## config.mk

```make
export PLATFORM = sky130hd
export DESIGN_NAME = memory_stage_bus
export DESIGN_NICKNAME = d
export VERILOG_FILES = /design/src/rtl/memory_stage_bus.sv
export SDC_FILE = /design/constraint.sdc
export NUM_CORES = 1
export LEC_CHECK = 0
export ABC_AREA = 1
export BUFFER_PORTS_ARGS = -buffer_cell sky130_fd_sc_hd__buf_4
export CORE_AREA = 3 3 212 214
export DETAILED_ROUTE_END_ITERATION = 16
export DIE_AREA = 0 0 215 217
export PLACE_DENSITY = 0.64
export SLEW_MARGIN = 20
export SYNTH_ARGS = -nofsm -noshare
export SYNTH_HDL_FRONTEND = slang
export SYNTH_SLANG_ARGS = --single-unit
```

## constraint.sdc

```tcl
create_clock -name clk -period 5.5 [get_ports clk]
set_input_delay 1.65 -clock clk [delete_from_list [all_inputs] [get_ports clk]]
set_output_delay 1.65 -clock clk [all_outputs]
set_load 0.02 [all_outputs]
```

## src/rtl/memory_stage_bus.sv

```systemverilog
// rtl/memory_stage_bus.sv - pipelined memory stage: load/store over a split addr/data bus handshake
// Optional misaligned-access trap enabled by defining MEM_MISALIGN_CHECK_EN.
module memory_stage_bus #(
  parameter int XLEN   = 64,
  parameter int ADDR_W = 64
) (
  input  logic                clk,
  input  logic                resetn,
  input  logic                in_valid,
  output logic                in_ready,
  input  logic [ADDR_W-1:0]   in_pc,
  input  logic [4:0]          in_dst,
  input  logic [XLEN-1:0]     in_aluout,
  input  logic [XLEN-1:0]     in_wdata,
  input  logic                in_memread,
  input  logic                in_memwrite,
  input  logic [1:0]          in_msize,
  input  logic                in_unsigned,
  input  logic                in_regwrite,
  output logic                out_valid,
  input  logic                out_ready,
  output logic [ADDR_W-1:0]   out_pc,
  output logic [4:0]          out_dst,
  output logic [XLEN-1:0]     out_result,
  output logic                out_regwrite,
  output logic                out_exc,
  output logic                dreq_valid,
  output logic [ADDR_W-1:0]   dreq_addr,
  output logic [2:0]          dreq_size,
  output logic [XLEN/8-1:0]   dreq_strobe,
  output logic [XLEN-1:0]     dreq_data,
  input  logic                dresp_addr_ok,
  input  logic                dresp_data_ok,
  input  logic [XLEN-1:0]     dresp_data
);

  localparam int NB    = XLEN / 8;
  localparam int OFF_W = $clog2(NB);

  typedef enum logic [1:0] {IDLE, REQ, WAIT, OUT} state_t;

  state_t              state;
  logic [ADDR_W-1:0]   pc_q;
  logic [4:0]          dst_q;
  logic                regwrite_q;
  logic [ADDR_W-1:0]   addr_q;
  logic [1:0]          msize_q;
  logic                uns_q;
  logic                store_q;
  logic [XLEN-1:0]     wdata_q;
  logic [XLEN-1:0]     result_q;

  logic                accept;
  logic                is_mem;
  logic [OFF_W-1:0]    off;
  logic [2*NB-1:0]     size_mask;
  logic [2*NB-1:0]     strobe_full;
  logic [XLEN-1:0]     sh;
  logic [63:0]         sh64;
  logic [63:0]         ext64;
  logic [XLEN-1:0]     load_result;

  assign in_ready = (state == IDLE) | ((state == OUT) & out_ready);
  assign accept   = in_valid & in_ready;
  assign is_mem   = in_memread | in_memwrite;

  assign out_valid    = (state == OUT);
  assign out_pc       = pc_q;
  assign out_dst      = dst_q;
  assign out_result   = result_q;
  assign out_regwrite = regwrite_q;

  assign off        = addr_q[OFF_W-1:0];
  assign dreq_valid = (state == REQ);
  assign dreq_addr  = addr_q;
  assign dreq_size  = {1'b0, msize_q};
  assign dreq_data  = wdata_q << {off, 3'b000};

  // Strobe mask is built double-width so bytes shifted past the bus word simply fall off.
  always_comb begin
    size_mask = '0;
    case (msize_q)
      2'd0:    size_mask = (2*NB)'(8'h01);
      2'd1:    size_mask = (2*NB)'(8'h03);
      2'd2:    size_mask = (2*NB)'(8'h0F);
      default: size_mask = (2*NB)'(8'hFF);
    endcase
    strobe_full = size_mask << off;
  end

  assign dreq_strobe = ((state == REQ) && store_q) ? strobe_full[NB-1:0] : '0;

  always_comb begin
    sh    = dresp_data >> {off, 3'b000};
    sh64  = 64'(sh);
    ext64 = sh64;
    case (msize_q)
      2'd0:    ext64 = {{56{~uns_q & sh64[7]}},  sh64[7:0]};
      2'd1:    ext64 = {{48{~uns_q & sh64[15]}}, sh64[15:0]};
      2'd2:    ext64 = {{32{~uns_q & sh64[31]}}, sh64[31:0]};
      default: ext64 = sh64;
    endcase
    load_result = ext64[XLEN-1:0];
  end

`ifdef MEM_MISALIGN_CHECK_EN
  logic exc_q;
  logic misaligned;

  always_comb begin
    misaligned = 1'b0;
    case (in_msize)
      2'd0:    misaligned = 1'b0;
      2'd1:    misaligned = in_aluout[0];
      2'd2:    misaligned = |in_aluout[1:0];
      default: misaligned = |in_aluout[2:0];
    endcase
  end

  assign out_exc = exc_q;
`else
  assign out_exc = 1'b0;
`endif

  always_ff @(posedge clk or negedge resetn) begin
    if (!resetn) begin
      state      <= IDLE;
      pc_q       <= '0;
      dst_q      <= '0;
      regwrite_q <= 1'b0;
      addr_q     <= '0;
      msize_q    <= '0;
      uns_q      <= 1'b0;
      store_q    <= 1'b0;
      wdata_q    <= '0;
      result_q   <= '0;
`ifdef MEM_MISALIGN_CHECK_EN
      exc_q      <= 1'b0;
`endif
    end else begin
      case (state)
        REQ: begin
          if (dresp_addr_ok) begin
            if (dresp_data_ok) begin
              if (!store_q) result_q <= load_result;
              state <= OUT;
            end else begin
              state <= WAIT;
            end
          end
        end
        WAIT: begin
          if (dresp_data_ok) begin
            if (!store_q) result_q <= load_result;
            state <= OUT;
          end
        end
        OUT: begin
          if (out_ready && !in_valid) state <= IDLE;
        end
        default: ;
      endcase

      // Accept overrides the transitions above; OUT can refill in the same cycle it drains.
      if (accept) begin
        pc_q       <= in_pc;
        dst_q      <= in_dst;
        addr_q     <= ADDR_W'(in_aluout);
        msize_q    <= in_msize;
        uns_q      <= in_unsigned;
        store_q    <= in_memwrite;
        wdata_q    <= in_wdata;
        result_q   <= in_aluout;
        regwrite_q <= in_regwrite & ~in_memwrite;
`ifdef MEM_MISALIGN_CHECK_EN
        exc_q      <= 1'b0;
`endif
        if (!is_mem) begin
          state <= OUT;
        end
`ifdef MEM_MISALIGN_CHECK_EN
        else if (misaligned) begin
          exc_q      <= 1'b1;
          regwrite_q <= 1'b0;
          state      <= OUT;
        end
`endif
        else begin
          state <= REQ;
        end
      end
    end
  end

endmodule

```

==> Yosys cells after proc, flatten, opt, wreduce, memory -nomap -nowiden <==
Cells that the tools add are included.
{ "classes": {"n_bitwise": 10, "eq_ne": 8, "muxes": 15, "shift": 3, "reduce_logical": 9} }
{ "ops": {"columns": ["operator", "count"], "rows": [
  ["64-bit two-way mux", 4],
  ["64-bit one-hot mux with 3 select lines", 1],
  ["64-bit one-hot mux with 2 select lines", 1],
  ["64-bit by 6-bit << shifter with 64-bit output", 1],
  ["64-bit by 6-bit >> shifter with 64-bit output", 1],
  ["8-bit one-hot mux with 3 select lines", 1],
  ["16-bit by 3-bit << shifter with 8-bit output", 1],
  ["2-bit two-way mux", 5],
  ["8-bit two-way mux", 1],
  ["1-bit AND", 6],
  ["2-bit == test, second input constant", 3],
  ["3-bit by 1-bit inequality test with 1-bit output, second input constant", 2],
  ["2-bit one-hot mux with 3 select lines", 1],
  ["2-bit by 1-bit == test with 1-bit output, second input constant", 2],
  ["2-bit zero test", 2],
  ["4-bit AND reduction", 1],
  ["4-bit nonzero test", 1],
  ["3-bit inequality test, second input constant", 1],
  ["3-bit nonzero test", 1],
  ["1-bit logical AND", 2],
  ["1-bit NOT", 2],
  ["1-bit OR", 2],
  ["2-bit AND reduction", 1],
  ["1-bit zero test", 1],
  ["1-bit two-way mux", 1]
]} }
{ "word_totals": {"in_bits": 273, "regBits": 268, "word_cells": 55, "out_inout_bits": 277} }

==> Depth between registers and ports, before layout <==
Gate-level depths: netlist of run 1.
{ "logic_depth": {"word_depth": 8, "mapped_depth": 11, "mapped_depth_nobuf": 10} }

==> Least setup slack after synthesis of run 1 <==
No wires, ideal clock.
{ "synth_path": {"path_type": "input -> output", "from": "input port out_ready", "to": "output port in_ready", "setup_slack_ps": 1924, "path_stages": 2, "arrival_ps": 1926, "cell_sequence": "nor2_1 -> nor2_2"} }
{ "synth_via": {"elab_chain_cells": 2} }
{ "synth_lines": {"columns": ["element", "line_no", "rtl"], "rows": [
  ["from (decl)", "21", "input logic out_ready,"],
  ["1-bit AND", "63", "assign in_ready = (state == IDLE) | ((state == OUT) & out_ready);"],
  ["1-bit OR", "63", null],
  ["to (decl)", "10", "output logic in_ready,"]
]} }
Every way passes these cells.

==> Worst setup path after layout of run 1 <==
{ "layout_path": {"from": "register addr_q[0], in the netlist dreq_addr[0]", "to": "output port dreq_strobe[6]"} }
{ "layout_via": {"elab_chain_cells": 2} }
{ "layout_lines": {"columns": ["element", "line_no", "rtl"], "rows": [
  ["from (decl)", "46", "logic [ADDR_W-1:0] addr_q;"],
  ["from (signal assigned)", "168", "addr_q <= ADDR_W'(in_aluout);"],
  ["16-bit by 3-bit << shifter with 8-bit output", "88", "strobe_full = size_mask << off;"],
  ["8-bit two-way mux", "91", "assign dreq_strobe = ((state == REQ) && store_q) ? strobe_full[NB-1:0] : '0;"],
  ["to (decl)", "30", "output logic [XLEN/8-1:0] dreq_strobe,"]
]} }
Every way passes these cells.

==> flow_summary.ini, run 1 <==
[sta]
post-route-min-period_ns = 4.71
skew_ns = 0.0149
max_slew_margin_pct = 34.8
rsz0062_at_grt = no
fin_crit_sh_pct = 85.7
finalHoldViolCount = 0
tns_ns = 0
fmax_ghz = 0.212
tightestPinTransition_ns = 0.978
setup_violations = 0
finalMaxSlewViolations = 0

[synthesis]
avgSynthCellArea_um2 = 7.29
synth_ff_type = dfrtp_1
yosysUniqueCellTypes = 32
synth_area_um2 = 14400
yosys_warnings = 0
ys_seq_elements = 268
async_flop_share_pct = 100
synth_edf_count = 0
ys_seq_area_share_pct = 46.5
syn-instance-count = 1978

[global_routing]
track_usage_pct = 26.0
grt_overflow_total = 0
grt_max_degree = 179
antenna_found_initial = 8
grt_pass1_vias = 15300
grt_pass1_wl_mm = 94.5

[floorplan]
num_io_pins = 550
die_area_um2 = 46700
die_h_um = 217
coreArea_um2 = 43100
die_width_um = 215
rows = 76
start_util_pct = 33.5

[layout]
fill_cells = 4470
multi_input_area_um2 = 6810
layout.nets = 2703
layout-drive-gt1-share_pct = 27.4
syn_to_final_growth_pct = 37.1
final_cell_mix = 873 x nand2_1, 562 x buf_4, 265 x dfrtp_1, 126 x nor2_1, 117 x nand3_1
ff_latch_area_um2 = 6710
mostFrequentLayoutCell = nand2_1
fin_cells = 3043

[clock_network]
cts_max_path_buffers = 3
clockRootBuffer = clkbuf_16
holdBufCountCts = 0
cts_buffers = 30
cts_setup_buffers = 0
ctsResizeCount = 0
clock-sinks = 268
path_clk_slew_ns = 0.06
tritoncts = yes
ctsHtreeMaxLevel = 1
insertion_delay_ns = 0.59

[job]
maxCapViolCount = 0

[worst_setup_path]
end_kind = primary output
path_cells = inv_2 > o21ai_0 > a21oi_1 > nand2_1 > nand2_1 > inv_1 > buf_4
path_depth = 7
critPathBufInv = 3
required_ns = 3.85
critPathMaxFanout = 55
crit_family = flip-flops
reg2reg_depth = 10
max_stage_delay_ns = 0.87
start_kind = flip-flop
worst_ep_arrival_time_ns = 3.06
cpMaxStageDelayCell = dfrtp_4
worst_path_most_repeated_cell = nand2_1
critPathKind = flip-flop to primary output

[placement]
gp_congestion = 0.922
portBuffers = 547
dp.final_hpwl_mm = 47.2
placed_cells = 2983

[power]
p_per_area_nw_per_um2 = 740
leakage_uw = 0.0104
finalPower_uw = 14600
ir_drop_uv = 416

[detailed_routing]
vias_per_cell = 5.11
routedWlPerCell_um = 20.8
drtIter0Drc = 1378
final_antenna_net_count = 0
wl_mm = 63.4
drc = 0
vias = 15600
drt_first_pass_iters = 5

[min_path]
hold_path_class = flip-flop to flip-flop
hold_depth = 2

[run_status]
status = complete, no violations
[logic make-up (layout without fill, tap and decap cells)]
| kind of cell | Yosys count | after routing | share of synthesized area [%] |
|---|---|---|---|
| simple gates | 1179 | 1179 | 32.7 |
| compound gates | 297 | 297 | 11.2 |
| flops | 268 | 268 | 46.5 |
| buf+inv | 191 | 664 | 6.46 |
| mux | 42 | 42 | 3.05 |
| other cells | 1 | 8 | 0.0260 |
[registers in the layout, summed over array words and instances, names as in the netlist]
| signal | count |
|---|---|
| uns_q | 1 |
| out_pc | 64 |
| out_regwrite | 1 |
| state | 2 |
| store_q | 1 |
| msize_q | 2 |
| out_result | 64 |
| dreq_addr | 64 |
| wdata_q | 64 |
| out_dst | 5 |
[per-layer routing]
layer	share of wire [%]	wire length, um	vias to the layer above	GRT usage (%)
met4	2.6	1620	6	7.14
li1	-	-	7313	-
met2	50	31500	689	45.9
met3	8.3	5290	79	6.27
met1	39	25000	7477	31.8
met5	0.095	60	-	0
[per-stage QoR]
| step | setup slack, ns | cell area (um^2) | utilization (%) | hold WS [ns] |
|---|---|---|---|---|
| finish | 0.787 | 19800 | 45.9 | 0.476 |
| global route | 0.625 | 19800 | 45.9 | 0.497 |
| detailed placement | 1.35 | 18700 | 43.5 | 0.466 |
| floorplan | 1.92 | 14400 | - | 0.449 |
| CTS | 0.832 | 19800 | 45.9 | 0.482 |
| global placement | 1.37 | 18700 | 43.5 | 0.462 |
[worst reg2reg max path: cells and delay by family, from the launching register on]
family	cells	cell delay [ns]
buffers and inverters	3	1.59
AND/OR/NAND/NOR	6	1.33
flip-flops	1	0.62
AO/OA/AOI/OAI	1	0.07
[Yosys cell counts, types with 7 or more instances]
master | instances | area, um^2
nand2_1 | 874 | 3280
dfrtp_1 | 268 | 6710
nor2_1 | 128 | 480
nand3_1 | 118 | 591
o21ai_0 | 116 | 581
a21oi_1 | 115 | 576
buf_2 | 75 | 375
inv_1 | 36 | 135
clkbuf_1 | 35 | 131
nand4_1 | 32 | 200
o211ai_1 | 29 | 218
a31oi_1 | 28 | 175
mux2i_1 | 26 | 260
or2_2 | 19 | 119
buf_4 | 18 | 135
mux2_2 | 16 | 180
buf_1 | 13 | 48.8
buf_6 | 7 | 78.8
[final timing paths]
check / from / to / slack [ns]
min: dreq_addr[41]$_DFFE_PN0P_ / dreq_addr[41]$_DFFE_PN0P_ / 0.48
min reg2reg: dreq_addr[41]$_DFFE_PN0P_ / dreq_addr[41]$_DFFE_PN0P_ / 0.48
min in group asynchronous: resetn / dreq_addr[54]$_DFFE_PN0P_ / 1.06
max reg2reg: dreq_addr[1]$_DFFE_PN0P_ / out_result[55]$_DFFE_PN0P_ / 1.76
max: dreq_addr[0]$_DFFE_PN0P_ / dreq_strobe[6] / 0.79
max in group asynchronous: resetn / out_pc[33]$_DFFE_PN0P_ / 3.40
[where the power goes]
group,total [uW],internal [uW],switching (uW)
clock,2070,1200,870
sequential,3700,2960,745
combinational,8860,3080,5780
total,14600,7240,7400
[area by class of cell]
class,instances,share of cell area (%)
inverter,43,0.873
clock buffer,43,4.45
clock inverter,11,0.677
tap,585,3.70
sequential,268,33.9
timing repair buffer,567,21.8
multi-input combinational,1520,34.5
antenna,6,0.0759
Note: power is estimated with default switching activity, not from simulation.
==> run 2, diff against run 1 <==
--- a/config.mk
+++ b/config.mk
@@ -7,10 +7,11 @@
 export LEC_CHECK = 0
 export ABC_AREA = 1
 export BUFFER_PORTS_ARGS = -buffer_cell sky130_fd_sc_hd__buf_4
-export CORE_AREA = 3 3 212 214
+export CORE_AREA = 3 3 216 218
+export CTS_BUF_LIST = sky130_fd_sc_hd__clkbuf_4
 export DETAILED_ROUTE_END_ITERATION = 16
-export DIE_AREA = 0 0 215 217
-export PLACE_DENSITY = 0.64
+export DIE_AREA = 0 0 219 221
+export PLACE_DENSITY = 0.62
 export SLEW_MARGIN = 20
 export SYNTH_ARGS = -nofsm -noshare
 export SYNTH_HDL_FRONTEND = slang
==> flow_summary.ini, run 2 (synthesized netlist as in run 1, its figures left out) <==
[floorplan]
die_area_um2 = 48400
rows = 78
start_util_pct = 32.0
die_width_um = 219
coreArea_um2 = 45100
die_h_um = 221
num_io_pins = 550

[clock_network]
path_clk_slew_ns = 0.06
holdBufCountCts = 0
cts_buffers = 77
tritoncts = yes
ctsHtreeMaxLevel = 3
cts_max_path_buffers = 3
clock-sinks = 268
cts_setup_buffers = 0
insertion_delay_ns = 0.78
clockRootBuffer = clkbuf_4
ctsResizeCount = 0

[layout]
layout.nets = 2750
final_cell_mix = 873 x nand2_1, 560 x buf_4, 265 x dfrtp_1, 126 x nor2_1, 118 x nand3_1
mostFrequentLayoutCell = nand2_1
layout-drive-gt1-share_pct = 29.3
syn_to_final_growth_pct = 37.2

[placement]
place_ws_ns = 1.46
gp_congestion = 0.914
portBuffers = 547
dp.final_hpwl_mm = 46.3

[worst_setup_path]
start_kind = flip-flop
worst_ep_arrival_time_ns = 3.15
reg2reg_depth = 9
critPathMaxFanout = 73
required_ns = 3.85
end_kind = primary output
r2r_slack_ns = 1.76
critPathKind = flip-flop to primary output

[sta]
setup_slack_ns = 0.698
finalMaxSlewViolations = 0
fmax_ghz = 0.208
max_slew_margin_pct = 22.3
finalHoldViolCount = 0
fin_crit_sh_pct = 87.3
skew_ns = 0.0410
setup_violations = 0
tns_ns = 0
tightestPinTransition_ns = 1.17
post-route-min-period_ns = 4.80
rsz0062_at_grt = no

[detailed_routing]
drt_first_pass_iters = 5
wl_mm = 62.9
routedWlPerCell_um = 20.0
vias_per_cell = 5.00
final_antenna_net_count = 0
drtIter0Drc = 1100
vias = 15700
drc = 0

[power]
leakage_uw = 0.0105
ir_drop_uv = 484
p_per_area_nw_per_um2 = 731

[global_routing]
grt_max_degree = 181
antenna_found_initial = 6
grt_pass1_vias = 15700
grt_pass1_wl_mm = 94.2
grt_overflow_total = 0
track_usage_pct = 25.3

[min_path]
hold_depth = 2
hold_path_class = flip-flop to flip-flop

[job]
maxCapViolCount = 0

[run_status]
status = complete, no violations
[run 2: cell type report]
| class | instances | area (um^2) |
|---|---|---|
| antenna | 6 | 15.0 |
| clock buffer | 114 | 856 |
| clock inverter | 23 | 130 |
| fill | 4666 | 25300 |
| inverter | 43 | 174 |
| multi-input combinational | 1520 | 6810 |
| sequential | 268 | 6710 |
| tap | 600 | 751 |
| timing repair buffer | 567 | 4340 |
[run 2: report_power, final]
part           leakage (uW)  switching [uW]  internal [uW]  total [uW]
combinational       0.00663            5730           3090        8820
clock              0.000585             901            997        1900
sequential          0.00325             789           2950        3740
total                0.0105            7420           7050       14500
[run 2: layer usage]
metal  vias up  share of wire (%)  GRT usage [%]
met2       686                 49           42.8
met3       100                9.3           7.11
met1      7465                 38           30.1
li1       7467                  -              -
met4         0                3.7           10.9
met5         -                  0              0
[run 2: path summary, 6_finish.rpt]
path	start	to
worst min register to register	dreq_addr[7]$_DFFE_PN0P_	dreq_addr[7]$_DFFE_PN0P_
worst max-delay path	dreq_addr[0]$_DFFE_PN0P_	dreq_strobe[4]
worst max register to register	dreq_addr[1]$_DFFE_PN0P_	out_result[22]$_DFFE_PN0P_
min in group asynchronous	resetn	dreq_addr[53]$_DFFE_PN0P_
worst min-delay path	dreq_addr[7]$_DFFE_PN0P_	dreq_addr[7]$_DFFE_PN0P_
max in group asynchronous	resetn	out_pc[34]$_DFFE_PN0P_
[run 2: critical path, cell delays in order (launching register included)]
cell and delay (ns):
dfrtp_4 0.78, nor2_2 0.78, inv_1 0.23, a211oi_1 0.37, buf_4 0.20
[run 2: stage by stage]
| step | util (%) | hold slack, ns | total power (uW) | cell area, um^2 | cells |
|---|---|---|---|---|---|
| final | 43.9 | 0.478 | 14500 | 19800 | 3141 |
| after detailed placement | 41.7 | 0.466 | 12600 | 18800 | 2998 |
| after global routing | 43.9 | 0.498 | 15600 | 19800 | 3139 |
| after CTS | 43.8 | 0.483 | 14600 | 19800 | 3135 |
| after floorplan | - | 0.449 | 8910 | 14400 | 1979 |
| after global placement | 41.7 | 0.463 | 12500 | 18800 | 2998 |
